===== src/rtl/a51_keystream_cipher.sv =====
// a51_keystream_cipher: A5/1 keystream generator (R1/R2/R3, majority clocking, key/frame load, warm-up)
// XORed onto a valid/ready word stream; the same block encrypts and decrypts.
module a51_keystream_cipher #(
    parameter int DATA_W        = 8,
    parameter int KEY_W         = 64,
    parameter int FRAME_W       = 22,
    parameter int WARMUP_CYCLES = 100
) (
    input  logic              clk,
    input  logic              reset,
    input  logic              start,
    input  logic [63:0]       secret_key,
    input  logic [21:0]       public_key,
    input  logic              in_valid,
    output logic              in_ready,
    input  logic [DATA_W-1:0] in_data,
    output logic              out_valid,
    input  logic              out_ready,
    output logic [DATA_W-1:0] out_data,
    output logic              busy
);
    localparam int CW = $clog2(DATA_W + 1);

    typedef enum logic [2:0] {IDLE, LOAD_KEY, LOAD_FRAME, WARMUP, RUN} state_t;

    state_t            state, state_next;
    logic [31:0]       step_cnt;
    logic [18:0]       r1, r1_next;
    logic [21:0]       r2, r2_next;
    logic [22:0]       r3, r3_next;
    logic [63:0]       key_sh;
    logic [21:0]       frame_sh;
    logic [DATA_W-1:0] acc, acc_next, ks_buf;
    logic [DATA_W:0]   acc_ext;
    logic [CW-1:0]     acc_cnt, cnt_next;
    logic              ks_valid, loading, load_bit, maj, s1, s2, s3, ks_bit;
    logic              accept, ks_free, acc_full, gen, word_done, last_step, step_en, load_buf;

    always_comb begin
        loading   = state == LOAD_KEY || state == LOAD_FRAME;
        busy      = loading || state == WARMUP;
        load_bit  = state == LOAD_KEY ? key_sh[0] : state == LOAD_FRAME ? frame_sh[0] : 1'b0;
        maj       = (r1[8] & r2[10]) | (r1[8] & r3[10]) | (r2[10] & r3[10]);
        s1        = loading || r1[8] == maj;
        s2        = loading || r2[10] == maj;
        s3        = loading || r3[10] == maj;
        r1_next   = s1 ? {r1[17:0], r1[18] ^ r1[17] ^ r1[16] ^ r1[13] ^ load_bit} : r1;
        r2_next   = s2 ? {r2[20:0], r2[21] ^ r2[20] ^ load_bit} : r2;
        r3_next   = s3 ? {r3[21:0], r3[22] ^ r3[21] ^ r3[20] ^ r3[7] ^ load_bit} : r3;
        ks_bit    = r1_next[18] ^ r2_next[21] ^ r3_next[22];
        in_ready  = state == RUN && ks_valid && (!out_valid || out_ready);
        accept    = in_valid && in_ready;
        ks_free   = !ks_valid || accept;
        acc_full  = acc_cnt == CW'(DATA_W);
        // a full accumulator only blocks generation while ks_buf cannot take it
        gen       = state == RUN && (!acc_full || ks_free);
        step_en   = busy || gen;
        acc_ext   = {acc, ks_bit};
        acc_next  = acc_ext[DATA_W-1:0];
        cnt_next  = (acc_full ? CW'(0) : acc_cnt) + CW'(1);
        word_done = cnt_next == CW'(DATA_W);
        load_buf  = gen && ks_free && (acc_full || word_done);
        last_step = step_cnt == (state == LOAD_KEY   ? 32'(KEY_W - 1) :
                                 state == LOAD_FRAME ? 32'(FRAME_W - 1) : 32'(WARMUP_CYCLES - 1));
    end

    always_comb begin
        state_next = state;
        case (state)
            LOAD_KEY:   state_next = last_step ? LOAD_FRAME : LOAD_KEY;
            LOAD_FRAME: state_next = !last_step ? LOAD_FRAME : WARMUP_CYCLES == 0 ? RUN : WARMUP;
            WARMUP:     state_next = last_step ? RUN : WARMUP;
            default:    state_next = state;
        endcase
        if (start) state_next = LOAD_KEY;
    end

    always_ff @(posedge clk or posedge reset) begin
        if (reset) state <= IDLE;
        else       state <= state_next;
    end

    always_ff @(posedge clk or posedge reset) begin
        if (reset) begin
            r1 <= '0;
            r2 <= '0;
            r3 <= '0;
            key_sh <= '0;
            frame_sh <= '0;
            step_cnt <= '0;
            acc <= '0;
            acc_cnt <= '0;
            ks_buf <= '0;
            ks_valid <= 1'b0;
            out_valid <= 1'b0;
            out_data <= '0;
        end else if (start) begin
            r1 <= '0;
            r2 <= '0;
            r3 <= '0;
            key_sh <= secret_key;
            frame_sh <= public_key;
            step_cnt <= '0;
            acc <= '0;
            acc_cnt <= '0;
            ks_buf <= '0;
            ks_valid <= 1'b0;
            out_valid <= 1'b0;
            out_data <= '0;
        end else begin
            if (step_en) begin
                r1 <= r1_next;
                r2 <= r2_next;
                r3 <= r3_next;
            end
            if (state == LOAD_KEY) key_sh <= key_sh >> 1;
            if (state == LOAD_FRAME) frame_sh <= frame_sh >> 1;
            step_cnt <= (busy && !last_step) ? step_cnt + 32'd1 : 32'd0;
            if (gen) begin
                acc <= acc_next;
                acc_cnt <= (load_buf && !acc_full) ? CW'(0) : cnt_next;
            end
            // a stalled full word takes priority; the bit generated alongside it starts the next word
            if (load_buf) ks_buf <= acc_full ? acc : acc_next;
            ks_valid <= load_buf || (ks_valid && !accept);
            if (accept) begin
                out_data <= in_data ^ ks_buf;
                out_valid <= 1'b1;
            end else if (out_ready) begin
                out_valid <= 1'b0;
            end
        end
    end
endmodule


===== config.mk =====
export PLATFORM = sky130hd
export DESIGN_NAME = a51_keystream_cipher
export DESIGN_NICKNAME = d
export VERILOG_FILES = /design/src/rtl/a51_keystream_cipher.sv
export SDC_FILE = /design/constraint.sdc
export NUM_CORES = 1
export LEC_CHECK = 0
export CORE_UTILIZATION = 35
export DETAILED_ROUTE_END_ITERATION = 12
export DONT_BUFFER_PORTS = 1
export PLACE_DENSITY = 0.55
export SETUP_SLACK_MARGIN = 0.1
export SYNTH_ARGS = -nofsm -noshare
export SYNTH_HDL_FRONTEND = slang
export SYNTH_SLANG_ARGS = --single-unit

===== constraint.sdc =====
create_clock -name clk -period 7.5 [get_ports clk]
set_clock_uncertainty 0.15 [all_clocks]
set_input_delay 0.75 -clock clk [delete_from_list [all_inputs] [get_ports clk]]
set_output_delay 0.75 -clock clk [all_outputs]
set_load 0.03 [all_outputs]

==> metrics, run 1 <==
Post-Place Worst Slack=3.86 ns; Resize count post-CTS=0; gpl congestion=0.728; Area Growth Syn to Fin=10.1%; synthesized instance count=913; TritonRoute pass-1 iters=4; Core Box Area=0.0271 sq mm; Congestion Overflow GR=0; CP Max Fanout=66; Clk Latency, worst-skew pair=0.50 ns; cell taking the most area after synthesis=dfrtp_1; placed cell area=0.00994 sq mm; Pleak=0.00503 uW; vias in the first global route=6197; post-DP HPWL=11700 um; Internal Power=1920 uW; Worst Slack Setup Final=3.89 ns; Yosys warnings=0; Die Wd=169 um; fin crit share=48.1%; fin util=39.5%; CP endpoint kind=flip-flop; setup repair after global routing missed its margin=no; via count=6374; clk slew on worst S/H paths=0.06 ns; Max stage delay on crit path=0.86 ns; CP Cell Sequence=nor3b_4 > buf_4 > xor2_1 > a2111o_1 > nor2_2 > or3_1 > nor2_1; post-synth net total=1015; H-tree lvl count=1; WP data arrival=3.80 ns; fraction of layout cells with a size suffix above 1=5.99%; worst path required time=7.69 ns; ant diodes=0; crit path kind=reg2reg; final max-slew violation count=0; Netlist Area Pre-Place=0.00972 sq mm; die height=169 um; Synth top area share=55.4%; top area cells in the synthesized netlist=dfrtp_1 (55%), mux2i_1 (9.2%), a22o_1 (5.4%); Avg Cell Area, Syn=10.6 sq um; final hold vios=0; Setup TNS=0 ns; number of buffers created by CTS=24; number of distinct library cells after synthesis=50; die area=0.0284 sq mm; Sw Pwr=531 uW; combinational group share of total power=3.9%; status=completed; count leader, synth=dfrtp_1; actual slew at the worst max-slew pin=1.10 ns; Hold Crit Class=in2async; Total GRT Usage=13.6%; Top FF cell, synth=dfrtp_1; design area=0.0107 sq mm; sequential share of power=50.3%; post-route minimum period=3.61 ns; # DRC=0; FMAX=277 MHz; Synth Register Bits=215; startpoint types=flip-flop; clock network power share=45.9%; root buffer cell=clkbuf_16; postcts setup bufs=0; largest net degree at the start of global routing=215; sequential-to-total area share from yosys stat=55.4%; # hold bufs at CTS=0; sw frac=21.7%; Max-Cap Viols=0; Iter 0 DRT Violations=379; Max clock buf depth=3; antenna-violating nets left=0; WHS=0.114 ns; DR vias/cell=5.01; fin nets=988; IO Pins=110; Rows=60; WL per Instance=15.1 um; synth cell count leaders=dfrtp_1 (215), nand2_1 (135), o21ai_0 (92); relative slew slack=26.4%; Initial Util=35.9%; initial antenna violation count=0; CTS tree=built; Crit-path slowest cell=or3_1; final WL=19300 um; port buffer count=0; Sink Count=215; EDFF count, synth=0; first-pass GRT wire length=32000 um; Pwr per Cell Area=229 mW/mm^2; final setup fails=0; Post-synth ARST share=100%; worst vdd ir=139 uV
==> cell usage in the layout (no fill, tap or decap), types with 7 or more instances in the layout <==
cell and count:
nand3_1 15, nor2_1 76, dfrtp_1 215, a22o_1 60, clkbuf_16 25, and3_1 7
nand4_1 9, clkinv_2 7, a21oi_1 28, a311oi_1 8, xor2_1 26, mux2i_1 89
nand2_1 135, xnor2_1 25, o21ai_0 92
==> metrics by stage <==
step	total power [uW]	cells
floorplan	1340	913
finish	2450	1273
CTS	2500	1273
global route	2560	1273
detailed placement	1350	1232
global placement	1350	1232
==> layout make-up <==
class	count	area, sq um
fill	2615	16400
sequential	215	5380
multi-input combinational	632	4020
clock buffer	33	696
tap	372	465
clock inverter	8	65.1
timing repair buffer	6	45.0
inverter	7	33.8
==> metal layers <==
layer  track usage (%)  part of all wire (%)
met1              20.3                    51
met2              19.7                    41
met3              3.13                   6.0
met4              3.68                   2.0
met5                 0                     0
==> power by group through the flow <==
stage	Clock [uW]	Combinational (uW)	Sequential [uW]
4_1_cts	1160	98.9	1230
3_3_place_gp	0	97.0	1250
6_report	1130	94.6	1230
5_1_grt	1210	113	1240
2_1_floorplan	0	94.5	1250
3_5_place_dp	0	98.6	1250
==> critical path, delay by kind of cell, from the launching register on <==
family,cells,cell delay [ns]
XOR/XNOR,1,0.17
AND/OR/NAND/NOR,4,1.36
AO/OA/AOI/OAI,1,0.38
flip-flops,1,0.53
buffers and inverters,1,0.84
==> final timing paths <==
path	endpoint	startpoint	slack (ns)	depth (start not counted)
hold reg to reg	r2[1]	r2[0]	0.34	1
min in group clk	key_sh[32]	start	0.21	1
max in group asynchronous	frame_sh[14]	reset	5.59	2
setup / recovery	step_cnt[4]	state[2]	3.89	7
hold / removal	key_sh[32]	reset	0.11	1
setup reg to reg	step_cnt[4]	state[2]	3.89	7
==> cell families after synthesis <==
| logic type | share of synthesized area [%] |
|---|---|
| AO/OA/AOI/OAI | 13.7 |
| XOR/XNOR | 4.83 |
| multiplexers | 9.17 |
| flip-flops | 55.4 |
| adder cells (fa/ha/maj) | 0.386 |
| buffers and inverters | 3.41 |
| AND/OR/NAND/NOR | 13.2 |
==> registers in the layout, indices dropped and copies added, names as in the netlist <==
| signal | cells |
|---|---|
| r1 | 19 |
| key_sh | 64 |
| ks_buf | 8 |
| ks_valid | 1 |
| state | 3 |
| acc_cnt | 4 |
| r2 | 22 |
| step_cnt | 32 |
| frame_sh | 22 |
| out_data | 8 |
| acc | 8 |
| out_valid | 1 |
| r3 | 23 |
No activity file was read; power rests on OpenSTA's default activity.
==> inputs of run 2 (changes only) <==
==> constraint.sdc (replaced) <==
create_clock -name clk -period 3.7 [get_ports clk]
set_clock_uncertainty 0.15 [all_clocks]
set_input_delay 0.37 -clock clk [delete_from_list [all_inputs] [get_ports clk]]
set_output_delay 0.37 -clock clk [all_outputs]
set_load 0.03 [all_outputs]
==> run 2 against run 1 <==
  * Largest power group unchanged
  * Routed wire length increased by 5.4%
  * Via count rose by 7.2%
  * Final area is 11% higher
  * Global-route usage up 0.85 points
  * Sequential share of layout area fell by 4.9 points
  * Register-to-register slack worse by 3.1 ns
  * Highest routed layer unchanged
  * Critical path depth rose by 2
  * Combinational power grew to 3.3 times the previous value
  * Worst hold slack got worse by 0.053 ns
  * Cell count up 8.9%
  * Count of clock-buffer cells in the layout unchanged
  * Critical endpoint is now acc_cnt[0]
  * Non-clock buffer count rose by 110
==> metrics, run 2 (same netlist as run 1, synthesis figures left out) <==
placed cell area=0.0100 sq mm (was 0.00994 sq mm); FF-to-FF path depth=9 (was 7); fin crit share=78.8% (was 48.1%); Setup TNS=0 ns (unchanged); number of buffers created by CTS=25 (was 24); fraction of layout cells with a size suffix above 1=6.51% (was 5.99%); post-route minimum period=2.91 ns (was 3.61 ns); highest metal used=met4 (unchanged); sw frac=23.1% (was 21.7%); WP data arrival=3.16 ns (was 3.80 ns); post-DP HPWL=12000 um (was 11700 um); Hold Crit Class=in2reg (was in2async); final hold vios=0 (unchanged); Largest regs=key_sh (64), step_cnt (32), r3 (23) (unchanged); Internal Power=3950 uW (was 1920 uW); combinational group share of total power=6.1% (was 3.9%); leading cell type in the layout, fill and taps excluded=dfrtp_1 (unchanged); Routed met2 length=8500 um (was 7880 um); Pwr per Cell Area=434 mW/mm^2 (was 229 mW/mm^2); Pleak=0.00553 uW (was 0.00503 uW); max reg flops=64 (unchanged); Core Box Area=0.0271 sq mm (unchanged); H-tree lvl count=1 (unchanged); # DRC=0 (unchanged); relative slew slack=46.7% (was 26.4%); Congestion Overflow GR=0 (unchanged); placed insts=1238 (was 1232); gpl congestion=0.718 (was 0.728); actual slew at the worst max-slew pin=0.799 ns (was 1.10 ns); WL per Instance=14.7 um (was 15.1 um); TritonRoute pass-1 iters=4 (unchanged); Area Growth Syn to Fin=22.0% (was 10.1%); Top reg by flops=key_sh (unchanged); port buffer count=0 (unchanged); CTS tree=built (unchanged); clock network power share=45.2% (was 45.9%); die area=0.0284 sq mm (unchanged); status=completed (unchanged); final setup fails=0 (unchanged); Max clock buf depth=3 (unchanged); WHS=0.0611 ns (was 0.114 ns); worst r2r dst=acc_cnt[0] (was step_cnt[4]); root buffer cell=clkbuf_16 (unchanged); Initial Util=35.9% (unchanged); vias in the first global route=6810 (was 6197); via count=6835 (was 6374); Post-Place Worst Slack=0.899 ns (was 3.86 ns); Resize count post-CTS=0 (unchanged); Sink Count=215 (unchanged); setup slack, reg-to-reg=0.79 ns (was 3.89 ns); startpoint types=flip-flop (unchanged); Cell Count, Final, Fillers Out=1386 (was 1273); Critical Path Sink=acc_cnt[0] (was step_cnt[4]); DR vias/cell=4.93 (was 5.01); met3 WL post-DR=1070 um (was 1160 um); Sw Pwr=1190 uW (was 531 uW); Clk Latency, worst-skew pair=0.51 ns (was 0.50 ns); crit path kind=reg2reg (unchanged); worst vdd ir=333 uV (was 139 uV); fin nets=1099 (was 988); initial antenna violation count=0 (unchanged); CP Cell Sequence=inv_1 > ha_1 > nand2_1 > or2_2 > a211oi_4 > o211ai_1 > o21ai_0 > nor2_1 > dlygate4sd3_1 (was nor3b_4 > buf_4 > xor2_1 > a2111o_1 > nor2_2 > or3_1 > nor2_1); first-pass GRT wire length=34200 um (was 32000 um); Total GRT Usage=14.5% (was 13.6%); Rows=60 (unchanged); FILL cells=2551 (was 2615); most frequent cells in the layout=dfrtp_1 (215), nand2_1 (135), dlygate4sd3_1 (103) (was dfrtp_1 (215), nand2_1 (135), o21ai_0 (92)); design area=0.0119 sq mm (was 0.0107 sq mm); Max stage delay on crit path=0.68 ns (was 0.86 ns); IO Pins=110 (unchanged); antenna-violating nets left=0 (unchanged); Max-Cap Viols=0 (unchanged); die height=169 um (unchanged); largest net degree at the start of global routing=203 (was 215); met1 wire length=10300 um (was 9850 um); final WL=20300 um (was 19300 um); worst path required time=3.94 ns (was 7.69 ns); Worst Slack Setup Final=0.786 ns (was 3.89 ns); final max-slew violation count=0 (unchanged); ant diodes=0 (unchanged); r2r startpoint=acc_cnt[0] (was state[2]); sequential share of power=48.6% (was 50.3%); setup repair after global routing missed its margin=no (unchanged); CP endpoint kind=flip-flop (unchanged); FMAX=343 MHz (was 277 MHz); clk slew on worst S/H paths=0.06 ns (about the same); Crit-path slowest cell=a211oi_4 (was or3_1); Die Wd=169 um (unchanged); CP Max Fanout=18 (was 66); Iter 0 DRT Violations=497 (was 379); Worst Setup SP=acc_cnt[0] (was state[2])
==> run 2: cell count changes in the layout (fill, tap and decap cells not counted), sizes merged <==
cell | previous run | this run
bufinv | 1 | 0
clkinvlp | 0 | 4
buf | 6 | 13
dlygate4sd3 | 0 | 103
==> run 2: power by group through the flow <==
| stage | Clock (uW) | Combinational, uW | Sequential, uW |
|---|---|---|---|
| final | 2320 | 316 | 2500 |
| after global routing | 2490 | 362 | 2510 |
| after CTS | 2400 | 322 | 2500 |
| after detailed placement | 0 | 204 | 2540 |
| after global placement | 0 | 200 | 2540 |
| after floorplan | 0 | 192 | 2520 |
==> run 2: area by class of cell <==
class                      instances  area [sq um]  area share [%]
tap                              372           465            3.93
inverter                           7          30.0           0.253
clock inverter                    11          68.8           0.581
timing repair buffer             116          1170            9.90
sequential                       215          5380            45.4
multi-input combinational        632          4020            33.9
clock buffer                      33           716            6.04
==> run 2: repair_timing <==
item                       in CTS  in global routing
hold endpoints to repair      338                  0
hold buffers                  104                  0
setup endpoints to repair       0                  0
buffers inserted                0                  0
==> run 2: layer usage <==
| metal | global-route usage, % | up-vias |
|---|---|---|
| li1 | - | 3357 |
| met5 | 0 | - |
| met2 | 21.8 | 150 |
| met4 | 3.75 | 0 |
| met1 | 21.1 | 3298 |
| met3 | 3.02 | 30 |
==> run 2: worst max-delay path: cells and delay by family, from the launching register on <==
| family | cells | cell delay (ns) |
|---|---|---|
| flops | 1 | 0.42 |
| compound gates | 3 | 0.92 |
| buf+inv | 2 | 0.63 |
| fa+ha+maj | 1 | 0.15 |
| simple gates | 3 | 0.52 |
==> run 2: worst min path at each step <==
stage | startpoint | endpoint | slack, ns | cells past startpoint
2_1_floorplan | step_cnt[0] | step_cnt[0] | 0.31 | 1
3_3_place_gp | reset | key_sh[43] | 0.27 | 2
3_5_place_dp | reset | key_sh[44] | 0.26 | 2
4_1_cts | in_data[2] | out_data[2] | 0.03 | 4
5_1_grt | in_data[2] | out_data[2] | 0.11 | 4
6_report | in_data[2] | out_data[2] | 0.06 | 4
==> run 2: metrics by stage <==
stage | total power, uW | utilization [%]
CTS | 5220 | 43.7
global placement | 2740 | 36.9
detailed placement | 2750 | 36.9
floorplan | 2720 | -
finish | 5140 | 43.7
global route | 5370 | 43.7
